**config.mk**
```make
export PLATFORM = sky130hd
export DESIGN_NAME = reg_file_scoreboard_flat
export DESIGN_NICKNAME = d
export VERILOG_FILES = /design/src/rtl/reg_file_scoreboard_if.sv /design/src/rtl/reg_file_scoreboard.sv /design/src/flat_wrapper.sv
export SDC_FILE = /design/constraint.sdc
export NUM_CORES = 1
export LEC_CHECK = 0
export BUFFER_PORTS_ARGS = -buffer_cell sky130_fd_sc_hd__buf_4
export CORE_MARGIN = 5
export CORE_UTILIZATION = 54
export CTS_BUF_LIST = sky130_fd_sc_hd__clkbuf_8
export CTS_CLUSTER_DIAMETER = 120
export DETAILED_ROUTE_END_ITERATION = 8
export PLACE_DENSITY = 0.79
export REMOVE_ABC_BUFFERS = 1
export SETUP_SLACK_MARGIN = 0.15
export SLEW_MARGIN = 20
export SYNTH_ARGS = -nofsm -noshare
export SYNTH_HDL_FRONTEND = slang
export SYNTH_SLANG_ARGS = --single-unit
```
**constraint.sdc**
```tcl
create_clock -name clk -period 3.5 [get_ports clk]
set_input_delay 0.175 -clock clk [delete_from_list [all_inputs] [get_ports clk]]
set_output_delay 0.175 -clock clk [all_outputs]
set_load 0.05 [all_outputs]
```
**src/rtl/reg_file_scoreboard_if.sv**
```systemverilog
// rtl/reg_file_scoreboard_if.sv - decode read/issue and write-back bus for the register file scoreboard
interface reg_file_scoreboard_if #(
  parameter int DATA_W = 16,
  parameter int ADDR_W = 3
);
  logic              rd_req;
  logic [ADDR_W-1:0] rs_addr;
  logic [ADDR_W-1:0] rt_addr;
  logic              issue_en;
  logic [ADDR_W-1:0] rd_issue;
  logic              wb_en;
  logic [ADDR_W-1:0] wb_addr;
  logic [DATA_W-1:0] ans_wb;
  logic              stall;
  logic [DATA_W-1:0] rs_data;
  logic [DATA_W-1:0] rt_data;
  logic              rd_valid;
  logic              wb_orphan;

  modport master (
    output rd_req, rs_addr, rt_addr, issue_en, rd_issue, wb_en, wb_addr, ans_wb,
    input  stall, rs_data, rt_data, rd_valid, wb_orphan
  );

  modport slave (
    input  rd_req, rs_addr, rt_addr, issue_en, rd_issue, wb_en, wb_addr, ans_wb,
    output stall, rs_data, rt_data, rd_valid, wb_orphan
  );
endinterface

```
**src/rtl/reg_file_scoreboard.sv**
```systemverilog
// rtl/reg_file_scoreboard.sv - register file with write-back bypass and per-register pending-write scoreboard
module reg_file_scoreboard #(
  parameter int DATA_W = 16,
  parameter int ADDR_W = 3,
  parameter int CNT_W  = 2
) (
  input  logic                  clk,
  input  logic                  reset,
  reg_file_scoreboard_if.slave  bus
);
  localparam int NREG = 1 << ADDR_W;
  localparam logic [CNT_W-1:0] CNT_MAX = '1;

  logic [DATA_W-1:0] regs [NREG];
  logic [CNT_W-1:0]  cnt  [NREG];

  logic [NREG-1:0]   wb_hit;
  logic [NREG-1:0]   pend;
  logic              haz_rs, haz_rt, full, accept;
  logic [DATA_W-1:0] rs_byp, rt_byp;

  // A write-back arriving this cycle retires one outstanding write early
  always_comb begin
    wb_hit = '0;
    pend   = '0;
    for (int i = 0; i < NREG; i++) begin
      wb_hit[i] = bus.wb_en && (bus.wb_addr == ADDR_W'(i));
      pend[i]   = (cnt[i] > CNT_W'(1)) || ((cnt[i] == CNT_W'(1)) && !wb_hit[i]);
    end
  end

  always_comb begin
    haz_rs = bus.rd_req && (bus.rs_addr != '0) && pend[bus.rs_addr];
    haz_rt = bus.rd_req && (bus.rt_addr != '0) && pend[bus.rt_addr];
    full   = bus.issue_en && (bus.rd_issue != '0) &&
             (cnt[bus.rd_issue] == CNT_MAX) && !wb_hit[bus.rd_issue];
    accept = !(haz_rs || haz_rt || full);
  end

  assign bus.stall = !accept;

  always_comb begin
    rs_byp = '0;
    rt_byp = '0;
    if (bus.rs_addr != '0)
      rs_byp = wb_hit[bus.rs_addr] ? bus.ans_wb : regs[bus.rs_addr];
    if (bus.rt_addr != '0)
      rt_byp = wb_hit[bus.rt_addr] ? bus.ans_wb : regs[bus.rt_addr];
  end

  always_ff @(posedge clk) begin
    if (reset) begin
      for (int i = 0; i < NREG; i++) begin
        regs[i] <= '0;
        cnt[i]  <= '0;
      end
      bus.rs_data   <= '0;
      bus.rt_data   <= '0;
      bus.rd_valid  <= 1'b0;
      bus.wb_orphan <= 1'b0;
    end else begin
      if (bus.wb_en && (bus.wb_addr != '0))
        regs[bus.wb_addr] <= bus.ans_wb;

      if (bus.rd_req && accept) begin
        bus.rs_data  <= rs_byp;
        bus.rt_data  <= rt_byp;
        bus.rd_valid <= 1'b1;
      end else begin
        bus.rd_valid <= 1'b0;
      end

      bus.wb_orphan <= bus.wb_en && (bus.wb_addr != '0) && (cnt[bus.wb_addr] == '0);

      // Simultaneous issue and retire to one register leaves its count unchanged
      for (int i = 1; i < NREG; i++) begin
        if ((bus.issue_en && accept && (bus.rd_issue == ADDR_W'(i))) &&
            !(wb_hit[i] && (cnt[i] != '0)))
          cnt[i] <= cnt[i] + CNT_W'(1);
        else if (!(bus.issue_en && accept && (bus.rd_issue == ADDR_W'(i))) &&
                 (wb_hit[i] && (cnt[i] != '0)))
          cnt[i] <= cnt[i] - CNT_W'(1);
      end
    end
  end
endmodule

```
**src/flat_wrapper.sv**
```systemverilog
// flat-port wrapper written by rule: the top's interface ports become plain ports
module reg_file_scoreboard_flat 
#(
  parameter int DATA_W = 16,
  parameter int ADDR_W = 3,
  parameter int CNT_W  = 2
)
  (clk, reset, bus_rd_req, bus_rs_addr, bus_rt_addr, bus_issue_en, bus_rd_issue, bus_wb_en, bus_wb_addr, bus_ans_wb, bus_stall, bus_rs_data, bus_rt_data, bus_rd_valid, bus_wb_orphan);
  reg_file_scoreboard_if #(.DATA_W(DATA_W), .ADDR_W(ADDR_W)) bus_i ();
  input  logic clk;
  input  logic reset;
  input wire logic [$bits(bus_i.rd_req)-1:0] bus_rd_req;
  input wire logic [$bits(bus_i.rs_addr)-1:0] bus_rs_addr;
  input wire logic [$bits(bus_i.rt_addr)-1:0] bus_rt_addr;
  input wire logic [$bits(bus_i.issue_en)-1:0] bus_issue_en;
  input wire logic [$bits(bus_i.rd_issue)-1:0] bus_rd_issue;
  input wire logic [$bits(bus_i.wb_en)-1:0] bus_wb_en;
  input wire logic [$bits(bus_i.wb_addr)-1:0] bus_wb_addr;
  input wire logic [$bits(bus_i.ans_wb)-1:0] bus_ans_wb;
  output wire logic [$bits(bus_i.stall)-1:0] bus_stall;
  output wire logic [$bits(bus_i.rs_data)-1:0] bus_rs_data;
  output wire logic [$bits(bus_i.rt_data)-1:0] bus_rt_data;
  output wire logic [$bits(bus_i.rd_valid)-1:0] bus_rd_valid;
  output wire logic [$bits(bus_i.wb_orphan)-1:0] bus_wb_orphan;
  assign bus_i.rd_req = bus_rd_req;
  assign bus_i.rs_addr = bus_rs_addr;
  assign bus_i.rt_addr = bus_rt_addr;
  assign bus_i.issue_en = bus_issue_en;
  assign bus_i.rd_issue = bus_rd_issue;
  assign bus_i.wb_en = bus_wb_en;
  assign bus_i.wb_addr = bus_wb_addr;
  assign bus_i.ans_wb = bus_ans_wb;
  assign bus_stall = bus_i.stall;
  assign bus_rs_data = bus_i.rs_data;
  assign bus_rt_data = bus_i.rt_data;
  assign bus_rd_valid = bus_i.rd_valid;
  assign bus_wb_orphan = bus_i.wb_orphan;
  reg_file_scoreboard #(.DATA_W(DATA_W), .ADDR_W(ADDR_W), .CNT_W(CNT_W)) u_core (.clk(clk), .reset(reset), .bus(bus_i));
endmodule
```
# After elaboration in Yosys (flattened, before gate mapping)
# Memory sizes are Yosys's and may differ from the RTL's.
# Index checks and enable logic that the tools add are counted.
dict set report word_totals {
  ramBits 144
  n_memories 2
  regBits 34
  elab_cells 257
  inputBits 33
  output_inout_bits 35
}
# name depth width read_ports rd_clocked_by_memory_dff write_ports line
set mem_list {}
lappend mem_list {u_core.regs 8 16 2 0 8 reg_file_scoreboard.sv:14} ;# logic [DATA_W-1:0] regs [NREG];
lappend mem_list {u_core.cnt 8 2 10 0 8 reg_file_scoreboard.sv:15} ;# logic [CNT_W-1:0] cnt [NREG];
dict set report classes {
  bitwise_logic 14
  n_eq_ne 23
  n_addsub 14
  n_reduce_logical 103
  order_cmp 11
  mux 86
}
# operator count
set ops {}
lappend ops {{16-bit two-way mux} 5}
lappend ops {{1-bit two-way mux} 61}
lappend ops {{1-bit logical AND} 55}
lappend ops {{2-bit two-way mux} 14}
lappend ops {{3-bit equality test, second input constant} 8}
lappend ops {{1-bit logical NOT} 24}
lappend ops {{2-bit by 1-bit equality test with 1-bit output, second input constant} 8}
lappend ops {{2-bit by 1-bit > comparator with 1-bit output, second input constant} 8}
lappend ops {{16-bit OR reduction} 1}
lappend ops {{1-bit binary-select mux with 3-bit select} 5}
lappend ops {{2-bit by 1-bit adder with 2-bit output, second input constant} 7}
lappend ops {{1-bit OR} 14}
lappend ops {{2-bit nonzero test} 7}
lappend ops {{2-bit by 1-bit subtractor with 2-bit output, second input constant} 7}
lappend ops {{3-bit by 2-bit equality test with 1-bit output, second input constant} 4}
lappend ops {{3-bit by 4-bit less-than comparator with 1-bit output, second input constant} 3}
lappend ops {{3-bit nonzero test} 4}
lappend ops {{1-bit logical OR} 10}
lappend ops {{3-bit by 1-bit equality test with 1-bit output, second input constant} 2}
lappend ops {{3-bit logical NOT} 1}
lappend ops {{3-bit two-way mux} 1}
lappend ops {{2-bit equality test, second input constant} 1}
lappend ops {{2-bit logical NOT} 1}

# Logic depth before layout (Yosys ltp)
# Gate-level depths: netlist of the first run.
dict set report depth {
  word_depth 20
  depth_mapped 11
  ltp_nobuf 9
}

# Worst setup path before layout of the first run
# Ideal clock, no wire load.
dict set report synth_path {
  path_type {flip-flop to flip-flop}
  from {memory u_core.cnt[4][0]}
  to {memory u_core.cnt[5][0] (data pin)}
  path_stages_with_launch 10
  path_buffers 1
  slack_ns 0.967
  t_arrival_ns 2.271
  cell_sequence {edfxtp_1 > ha_1 > nor2_1 > a2111oi_1 > a2111oi_1 > a211oi_2 > nor3_4 > buf_6 > nand4b_4 > mux2_1}
}
# item line
set synth_rtl {}
lappend synth_rtl {{start, declared} reg_file_scoreboard.sv:15}

==> results of run 1 <==
## worst max-delay path by stage
stage                                        start                             endpoint  cells after the start
floorplan           u_core.cnt[4][1]$_SDFFCE_PN0P_   u_core.bus.rt_data[0]$_SDFFE_PP0P_                      9
global placement    u_core.cnt[4][1]$_SDFFCE_PN0P_   u_core.bus.rt_data[9]$_SDFFE_PP0P_                     10
detailed placement  u_core.cnt[4][1]$_SDFFCE_PN0P_   u_core.bus.rt_data[6]$_SDFFE_PP0P_                     10
CTS                 u_core.cnt[2][1]$_SDFFCE_PN0P_   u_core.bus.rs_data[4]$_SDFFE_PP0P_                     10
global route        u_core.cnt[2][1]$_SDFFCE_PN0P_  u_core.bus.rt_data[10]$_SDFFE_PP0P_                     11
finish              u_core.cnt[4][0]$_SDFFCE_PN0P_                            bus_stall                      9
## registers in the layout, summed over array words and instances (netlist names)
signal	cells
u_core.bus.rt_data	16
u_core.bus.rd_valid	1
u_core.bus.wb_orphan	1
u_core.bus.rs_data	16
u_core.cnt	14
u_core.regs	128
## logic make-up (layout without fill, tap and decap cells)
family	count (synthesis)	in the layout	share of synthesized area
AND/OR/NAND/NOR	319	319	0.181
adder cells (fa/ha/maj)	14	14	0.0178
other	1	17	0.000381
buffers and inverters	78	144	0.0344
flip-flops	176	176	0.503
XOR/XNOR	8	8	0.00713
AO/OA/AOI/OAI	114	114	0.0937
multiplexers	78	78	0.162
## Yosys cell counts (19+ instances only)
cell	instances
nor2_1	21
nand2_1	68
inv_1	19
o2bb2ai_1	22
edfxtp_1	142
nor3_1	24
mux4_2	64
and2_1	116
dfxtp_1	34
o21ai_0	42
nand3_1	36
clkbuf_1	33
## critical path, stage by stage, from the launching register on
cell       delay (ns)
edfxtp_1         0.49
ha_1             0.28
nor2_1           0.18
a2111oi_1        0.09
a2111oi_1        0.45
a211oi_2         0.13
nor3_4           0.32
buf_4            0.23
inv_1            0.04
buf_4            0.18
## metrics by stage
step	util	instance area, um2
finish	0.616	11100
global route	0.616	11100
CTS	0.614	11000
detailed placement	0.591	10600
global placement	0.591	10600
floorplan	-	9630
## power groups by stage
stage                     Combinational (uW)  Clock (uW)  Sequential, uW
final                                    884        1500            2500
after global routing                     945        1610            2510
after CTS                                875        1510            2490
after detailed placement                 870           0            2540
after global placement                   858           0            2530
after floorplan                          436           0            2630
## layer usage
layer,GRT usage,part of all wire,vias up
li1,-,-,3098
met1,0.313,0.38,3432
met2,0.400,0.50,352
met3,0.0474,0.086,59
met4,0.101,0.029,0
met5,0,0,-
## final cells by class
cell class	instances	area share
Tap cell	229	0.0259
Multi-Input combinational cell	549	0.418
Inverter	21	0.00713
Clock buffer	17	0.0212
Antenna cell	1	0.000226
Clock inverter	15	0.0167
Sequential cell	176	0.447
Timing Repair Buffer	91	0.0636
==> key figures, run 1 <==
Detailed routing
  – Router iterations before antenna repair: 6
  – Vias per inst: roughly 6.3
  – Post-DR wirelength/cell: 23.2 um
  – DRC: 0
  – First DRT Iteration DRCs: about 630
  – Detailed Route WL: approximately 25 mm
  – DR vias: slightly below 7,000
  – ANT nets after route: 0

Place
  – Hpwl dp: about 16 mm
  – Placer Congestion: 0.867
  – Port Buffers: 67
  – Dpl cells: 1,065
  – Post-place setup slack: approximately 0.38 ns

CTS
  – Worst-Skew Late Latency: 0.47 ns
  – CTS tree: built
  – Clock buffer count from CTS: 17
  – Post-CTS Setup Bufs: 0
  – Max clock buf depth: 2
  – H-Tree Depth: 4
  – Clk slew on worst S/H paths: 0.10 ns
  – Root Buffer: clkbuf_8
  – Cts repair resizes: 0
  – Hold buffers post-CTS: 0
  – Clk sinks: between 150 and 200

Timing
  – Minimum clock period: between 3 and 4 ns
  – Final setup fails: 0
  – Worst clock skew: 0.0143 ns
  – Slew Limit Headroom: 0.339
  – Fin worst setup slack: between 0.4 and 0.5 ns
  – Final Hold Violating Endpoints: 0
  – Setup TNS: 0 ns
  – Final Cycle Share: 0.865
  – RSZ-0062 raised after global routing: false
  – Final Max Tran Viols: 0
  – Fmax: 0.330 GHz
  – Worst-Margin Slew: between 0.9 and 1 ns
  – Hold WS: ~0.045 ns

Flow run
  – Max_cap viols: 0

Yosys
  – Post-synth EDFFs: approximately 140
  – Fraction of registers with async set/reset: 0
  – Yosys top cell by area: edfxtp_1
  – Synth top area share: 0.434
  – Cell Area, Synth: around 0.0098 mm2
  – Syn Area/Cell: approximately 12 um2
  – Mapped Cells: between 700 and 800
  – Yosys cell types: 58
  – Synthesized flop and latch total: around 180
  – Post-synth top flop: edfxtp_1
  – Synth area leaders: edfxtp_1, mux4_2, and2_1
  – Synth Warn #: 0
  – Post-synthesis sequential area ratio: 0.503

Power and ir drop
  – Seq pwr share: 0.511
  – Clk pwr share: 0.308
  – Total power: 4880 uW
  – Leakage: roughly 0.0041 uW
  – Switching pwr: ~1400 uW
  – Logic pwr share: 0.181
  – Net Sw Frac: 0.287
  – Pwr dens: around 440 mW/mm2
  – Int Pwr: 3480 uW
  – Maximum vdd drop: 0.000276 V

Layout
  – Seq. cell area: between 0.004 and 0.005 mm2
  – Nets: between 900 and 1,000
  – Commonest non-fill, non-tap cell in the layout: edfxtp_1
  – Share of cells above drive strength 1: 0.250
  – Final Non-Filler Cells: ~1,100
  – Multi-input logic area: roughly 0.0046 mm2
  – Area grow syn2layout: 12.5%
  – Most frequent cells in the layout: edfxtp_1, and2_1, buf_4, nand2_1, mux4_2
  – Fillers: around 1,400

Global route
  – Congestion Overflow GR: 0
  – Gr usage total: 0.242
  – Antenna violations before repair: 1
  – Number of global-route vias before repair: roughly 7,000
  – Largest net degree at the start of global routing: 69
  – First-pass GRT wire length: between 30 and 40 mm

Hold path
  – Hold WC Path Type: in -> reg
  – Worst hold start: bus_ans_wb[3]
  – Hold EP: u_core.regs[4][3]$_SDFFCE_PN0P_
  – Hold Path Depth: 2

Critical path
  – WS Path Type: reg -> out
  – R2r endpoint: u_core.bus.rt_data[12]$_SDFFE_PP0P_
  – Critical Path Sink Type: primary output
  – Register-to-Register Path Depth: 11
  – Reg2reg setup slack: 0.48 ns
  – Crit path DAT: ~2.9 ns
  – Req. time, crit path: about 3.3 ns
  – RR Startpoint: u_core.cnt[2][1]$_SDFFCE_PN0P_
  – Crit Path Max Fanout: 7
  – Startpoint Class: flop

Floorplanning
  – Initial core utilization: 0.547
  – IO Count: 68
  – Die X: around 140 um
  – Site Rows: around 50
  – Core Region: around 0.018 mm2
  – Die Y: ~140 um
  – Total Die Area: roughly 0.021 mm2

Status
  – Status: finished, final reports clean
No activity file was read; power rests on OpenSTA's default activity.
==> run 2: changes to the inputs <==
--- a/config.mk
+++ b/config.mk
@@ -5,13 +5,13 @@
 export SDC_FILE = /design/constraint.sdc
 export NUM_CORES = 1
 export LEC_CHECK = 0
-export BUFFER_PORTS_ARGS = -buffer_cell sky130_fd_sc_hd__buf_4
 export CORE_MARGIN = 5
 export CORE_UTILIZATION = 54
 export CTS_BUF_LIST = sky130_fd_sc_hd__clkbuf_8
 export CTS_CLUSTER_DIAMETER = 120
 export DETAILED_ROUTE_END_ITERATION = 8
-export PLACE_DENSITY = 0.79
+export DONT_BUFFER_PORTS = 1
+export PLACE_DENSITY = 0.76
 export REMOVE_ABC_BUFFERS = 1
 export SETUP_SLACK_MARGIN = 0.15
 export SLEW_MARGIN = 20
==> run 2 against run 1 <==
Effect of this change:
- combinational power decreased by 30%
- clock power is 10% lower
- power fell by 6.2%
- worst hold slack got worse by 0.028 ns
- design area is 3.7% lower
- sequential share of layout area increased by 1.7 points
- core utilization decreased by 2.3 points
- highest routed layer unchanged
- via count is 2.4% lower
- count of clock-buffer cells in the layout increased by 1
- critical path depth down 1
==> key figures, run 2 (same netlist as run 1, synthesis figures left out) <==
Global route
  – Number of global-route vias before repair: slightly above 7,000
  – First-pass GRT wire length: 39.0 mm
  – Gr usage total: 0.237
  – Largest net degree at the start of global routing: 46
  – Congestion Overflow GR: 0
  – Antenna violations before repair: 0

Detailed routing
  – ANT nets after route: 0
  – Detailed Route WL: approximately 25 mm
  – DRC: 0
  – First DRT Iteration DRCs: roughly 700
  – Router iterations before antenna repair: 6
  – Post-DR wirelength/cell: 23.9 um
  – Vias per inst: 6.49
  – DR vias: around 6,800

Timing
  – Final Cycle Share: 0.876
  – Worst clock skew: 0.0133 ns
  – Hold WS: ~0.017 ns
  – Fmax: around 0.33 GHz
  – Setup TNS: 0 ns
  – Worst-Margin Slew: roughly 1.1 ns
  – Final Hold Violating Endpoints: 0
  – Final setup fails: 0
  – Slew Limit Headroom: 0.253
  – RSZ-0062 raised after global routing: false
  – Final Max Tran Viols: 0
  – Minimum clock period: between 3 and 4 ns

Hold path
  – Hold WC Path Type: in -> reg

Critical path
  – WS Path Type: reg -> out
  – CP max stage delay: around 0.55 ns
  – Crit-path leading delay family: compound AO/OA/AOI/OAI gates
  – Critical Path Sink Type: primary output
  – Req. time, crit path: roughly 3.3 ns
  – Crit Path Max Fanout: 6
  – Critical-path cell list: ha_1 > nor2_1 > a2111oi_1 > a2111oi_1 > a211oi_2 > nor3_4 > buf_4 > inv_1
  – Buf/Inv on CP: 2
  – Crit path DAT: just under 3 ns
  – Max stage delay cell, worst path: a2111oi_1
  – Startpoint Class: flop
  – CP most frequent cell: a2111oi_1

Floorplanning
  – Die X: approximately 140 um
  – Die Y: 145 um
  – Initial core utilization: 0.547
  – Site Rows: 49
  – Total Die Area: roughly 0.021 mm2
  – IO Count: 68
  – Core Region: about 0.018 mm2

CTS
  – CTS tree: built
  – Max clock buf depth: 2
  – Clk slew on worst S/H paths: about 0.10 ns
  – Root Buffer: clkbuf_8
  – H-Tree Depth: 4
  – Clock buffer count from CTS: 17
  – Clk sinks: between 150 and 200
  – Worst-Skew Late Latency: 0.47 ns

Layout
  – Most frequent cells in the layout: edfxtp_1, and2_1, nand2_1, mux4_2, o21ai_0
  – Area grow syn2layout: 8.38%
  – Final Non-Filler Cells: ~1,000
  – Biggest regs: u_core.regs: 128 flops, u_core.bus.rs_data: 16 flops, u_core.bus.rt_data: 16 flops
  – Commonest non-fill, non-tap cell in the layout: edfxtp_1
  – Cell area after layout: ~0.011 mm2
  – Biggest register: u_core.regs
  – Share of cells above drive strength 1: 0.175
  – Diode count: 0
  – Fillers: about 1,400
  – Nets: around 850
  – Max reg flops: 128

Place
  – Port Buffers: 0
  – Dpl cells: roughly 1,000
  – Hpwl dp: roughly 15 mm
  – Placed Instance Area: between 0.01 and 0.015 mm2
  – Placer Congestion: ~0.86

Status
  – Status: finished, final reports clean

Power and ir drop
  – Maximum vdd drop: a little under 0.0003 V
  – Pwr dens: between 400 and 500 mW/mm2
  – Leakage: 0.00378 uW

Flow run
  – Max_cap viols: 0
run 2: cell types whose count changed in the layout (fill, tap and decap cells not counted), moves of 2 or more:
| cell | delta |
|---|---|
| buf_4 | -75 |
| dlygate4sd3_1 | +20 |
| bufinv_16 | -3 |
| clkinv_8 | +2 |
run 2: timing repair:
action,CTS,global route
resized for setup,0,0
endpoints found under the setup margin,0,1
setup buffers,0,2
hold buffers,21,0
endpoints found under the hold margin,171,0
run 2: cell type report:
cell class | count | area (um2) | area share
Clock inverter | 14 | 130 | 0.0122
Tap cell | 229 | 287 | 0.0269
Sequential cell | 176 | 4940 | 0.464
Multi-Input combinational cell | 549 | 4620 | 0.433
Timing Repair Buffer | 37 | 348 | 0.0326
Clock buffer | 18 | 248 | 0.0233
Inverter | 21 | 78.8 | 0.00740
run 2: report_power, final:
| part | total, uW | switching (uW) | internal [uW] |
|---|---|---|---|
| logic | 616 | 316 | 300 |
| clock network | 1350 | 815 | 533 |
| registers | 2620 | 205 | 2410 |
run 2: final timing paths:
check | start | endpoint | slack [ns] | depth (start not counted)
worst min register to register | u_core.cnt[7][0]$_SDFFCE_PP0P_ | u_core.cnt[7][0]$_SDFFCE_PP0P_ | 0.61 | 1
worst max register to register | u_core.cnt[4][0]$_SDFFCE_PN0P_ | u_core.cnt[6][1]$_SDFFCE_PP0P_ | 0.54 | 9
worst max-delay path | u_core.cnt[4][0]$_SDFFCE_PN0P_ | bus_stall | 0.43 | 8
worst min-delay path | bus_rs_addr[2] | u_core.bus.rs_data[9]$_SDFFE_PP0P_ | 0.02 | 4
run 2: through the flow:
stage	utilization	total power [uW]	setup slack [ns]
5_1_grt	0.593	4750	0.268
4_1_cts	0.591	4580	0.208
3_3_place_gp	0.558	3180	0.661
6_report	0.593	4580	0.433
3_5_place_dp	0.558	3220	0.431
2_1_floorplan	-	3060	0.677
run 2: worst min-delay path, cell delays in order:
cell       delay (ns)
nand2_1          0.04
nand3_1          0.06
o21ai_0          0.10
o2bb2ai_2        0.07
run 2: metal layers:
metal | share of wire | vias up | track usage
met1 | 0.37 | 3379 | 0.293
li1 | - | 2991 | -
met5 | 0 | - | 0
met2 | 0.51 | 329 | 0.407
met3 | 0.082 | 74 | 0.0465
met4 | 0.033 | 0 | 0.105
==> run 3: changes to the inputs <==
--- a/config.mk
+++ b/config.mk
@@ -11,7 +11,7 @@
 export CTS_CLUSTER_DIAMETER = 120
 export DETAILED_ROUTE_END_ITERATION = 8
 export DONT_BUFFER_PORTS = 1
-export PLACE_DENSITY = 0.76
+export PLACE_DENSITY = 0.8
 export REMOVE_ABC_BUFFERS = 1
 export SETUP_SLACK_MARGIN = 0.15
 export SLEW_MARGIN = 20
==> run 3 against run 2 <==
Effect of this change:
- power increased by 2.9%
- critical path depth increased by 1
- wire length decreased by 2.6%
- clock skew increased by 0.0039 ns
- largest cell class unchanged
- via count decreased by 0.66%
- cell count decreased by 0.19%
- largest power group unchanged
- register-to-register slack improved by 0.07 ns
- maximum frequency increased by 3.0%
- core utilization increased by 0.17 points
- critical path type unchanged
==> key figures, run 3 (same netlist as run 1, synthesis figures left out) <==
Status
  – Status: finished, final reports clean

Layout
  – Nets: between 800 and 900
  – Area grow syn2layout: 8.69%
  – Commonest non-fill, non-tap cell in the layout: edfxtp_1
  – Most frequent cells in the layout: edfxtp_1, and2_1, nand2_1, mux4_2, o21ai_0
  – Biggest regs: u_core.regs: 128 flops, u_core.bus.rs_data: 16 flops, u_core.bus.rt_data: 16 flops
  – Diode count: 0
  – Share of cells above drive strength 1: 0.172
  – Biggest register: u_core.regs
  – Max reg flops: roughly 130
  – Final Non-Filler Cells: 1,042

Flow run
  – Max_cap viols: 0

Hold path
  – Hold WC Path Type: in -> reg
  – Worst hold start: bus_rt_addr[2]
  – Hold Path Depth: 4
  – Hold EP: u_core.bus.rt_data[12]$_SDFFE_PP0P_

CTS
  – H-Tree Depth: 4
  – Root Buffer: clkbuf_8
  – Clk sinks: ~180
  – Max clock buf depth: 2
  – Clock buffer count from CTS: 17
  – Worst-Skew Late Latency: roughly 0.47 ns
  – CTS tree: built
  – Clk slew on worst S/H paths: approximately 0.09 ns

Timing
  – Fmax: between 0.3 and 0.4 GHz
  – Final Cycle Share: 0.851
  – Final setup fails: 0
  – Worst clock skew: around 0.017 ns
  – RSZ-0062 raised after global routing: false
  – Final Max Tran Viols: 0
  – Final Hold Violating Endpoints: 0
  – Setup TNS: 0 ns
  – Slew Limit Headroom: 0.269
  – Minimum clock period: a little under 3 ns
  – Worst-Margin Slew: 1.10 ns

Detailed routing
  – First DRT Iteration DRCs: approximately 640
  – Post-DR wirelength/cell: roughly 23 um
  – DR vias: approximately 6,700
  – DRC: 0
  – Router iterations before antenna repair: 6
  – Vias per inst: around 6.5
  – ANT nets after route: 0
  – Detailed Route WL: between 20 and 25 mm

Place
  – Dpl cells: between 900 and 1,000
  – Port Buffers: 0
  – Placer Congestion: around 0.86
  – Hpwl dp: around 14 mm

Floorplanning
  – Core Region: between 0.015 and 0.02 mm2
  – Die X: about 140 um
  – Die Y: approximately 140 um
  – Total Die Area: 0.0210 mm2
  – IO Count: between 60 and 70
  – Initial core utilization: 0.547
  – Site Rows: between 40 and 50

Critical path
  – Register-to-Register Path Depth: 10
  – Reg2reg setup slack: 0.61 ns
  – Req. time, crit path: ~3.3 ns
  – R2r endpoint: u_core.cnt[6][1]$_SDFFCE_PP0P_
  – Startpoint Class: flop
  – Crit path DAT: approximately 2.8 ns
  – WS Path Type: reg -> out
  – Critical Path Sink Type: primary output
  – RR Startpoint: u_core.cnt[4][1]$_SDFFCE_PN0P_
  – Crit Path Max Fanout: 13

Global route
  – First-pass GRT wire length: between 30 and 40 mm
  – Antenna violations before repair: 0
  – Congestion Overflow GR: 0
  – Largest net degree at the start of global routing: 44
  – Gr usage total: 0.229
  – Number of global-route vias before repair: ~6,700

Power and ir drop
  – Switching pwr: about 1300 uW
  – Maximum vdd drop: 0.000269 V
  – Int Pwr: ~3500 uW
  – Leakage: approximately 0.0038 uW
  – Net Sw Frac: 0.268
  – Logic pwr share: 0.129
  – Pwr dens: around 440 mW/mm2
  – Seq pwr share: 0.554
  – Clk pwr share: 0.318
run 3: changes by cell type in the layout (fill, tap and decap cells not counted), sizes merged:
cell | previous run | this run
bufinv | 0 | 3
inv | 25 | 22
buf | 17 | 15
clkinvlp | 4 | 2
clkbuf | 18 | 19
clkinv | 6 | 7
run 3: worst max-delay path: stages, from the launching register on:
cell and delay (ns):
edfxtp_1 0.46, inv_1 0.11, ha_1 0.20, nor2_1 0.09
a2111oi_1 0.39, a2111oi_1 0.13, a211oi_2 0.34, nor3_4 0.05
buf_4 0.22, inv_1 0.35
run 3: worst max path at each step:
stage	cells past startpoint	slack [ns]	endpoint	from
after floorplan	9	0.68	u_core.bus.rt_data[0]$_SDFFE_PP0P_	u_core.cnt[4][1]$_SDFFCE_PN0P_
after global placement	10	0.74	u_core.cnt[7][1]$_SDFFCE_PP0P_	u_core.cnt[4][1]$_SDFFCE_PN0P_
after detailed placement	10	0.63	u_core.cnt[7][1]$_SDFFCE_PP0P_	u_core.cnt[4][1]$_SDFFCE_PN0P_
after CTS	9	0.53	bus_stall	u_core.cnt[4][1]$_SDFFCE_PN0P_
after global routing	9	0.35	bus_stall	u_core.cnt[4][1]$_SDFFCE_PN0P_
final	9	0.52	bus_stall	u_core.cnt[4][1]$_SDFFCE_PN0P_
run 3: power groups by stage:
| stage | Combinational (uW) | Clock (uW) | Sequential (uW) |
|---|---|---|---|
| finish | 606 | 1500 | 2610 |
| global route | 656 | 1610 | 2630 |
| CTS | 604 | 1510 | 2610 |
| detailed placement | 554 | 0 | 2660 |
| global placement | 543 | 0 | 2650 |
| floorplan | 436 | 0 | 2630 |
run 3: layout make-up:
cell class | count | area (um2)
tap | 229 | 287
clock inverter | 13 | 161
timing repair buffer | 35 | 325
sequential | 176 | 4940
clock buffer | 19 | 262
inverter | 21 | 78.8
fill | 1386 | 7280
multi-input combinational | 549 | 4630
run 3: through the flow:
step | util | setup slack [ns] | power [uW] | instance area, um2 | hold WS [ns]
2_1_floorplan | - | 0.677 | 3060 | 9630 | 0.251
3_3_place_gp | 0.559 | 0.736 | 3190 | 10000 | 0.276
3_5_place_dp | 0.559 | 0.632 | 3210 | 10000 | 0.280
4_1_cts | 0.595 | 0.525 | 4730 | 10700 | 0.00278
5_1_grt | 0.595 | 0.353 | 4890 | 10700 | 0.00346
6_report | 0.595 | 0.522 | 4720 | 10700 | 0.0192
run 3: layer usage:
layer | global-route usage | vias up | wire (um) | share of wire
met5 | 0 | - | 0 | 0
met3 | 0.0486 | 62 | 2020 | 0.083
met2 | 0.379 | 345 | 12200 | 0.50
li1 | - | 2993 | - | -
met4 | 0.0932 | 0 | 709 | 0.029
met1 | 0.296 | 3328 | 9380 | 0.39
run 3: what timing repair did:
| action | 4_1_cts | 5_1_grt |
|---|---|---|
| gates resized for setup | 0 | 0 |
| hold buffers | 21 | 0 |
| buffers inserted | 0 | 0 |
| endpoints found under the hold margin | 171 | 0 |
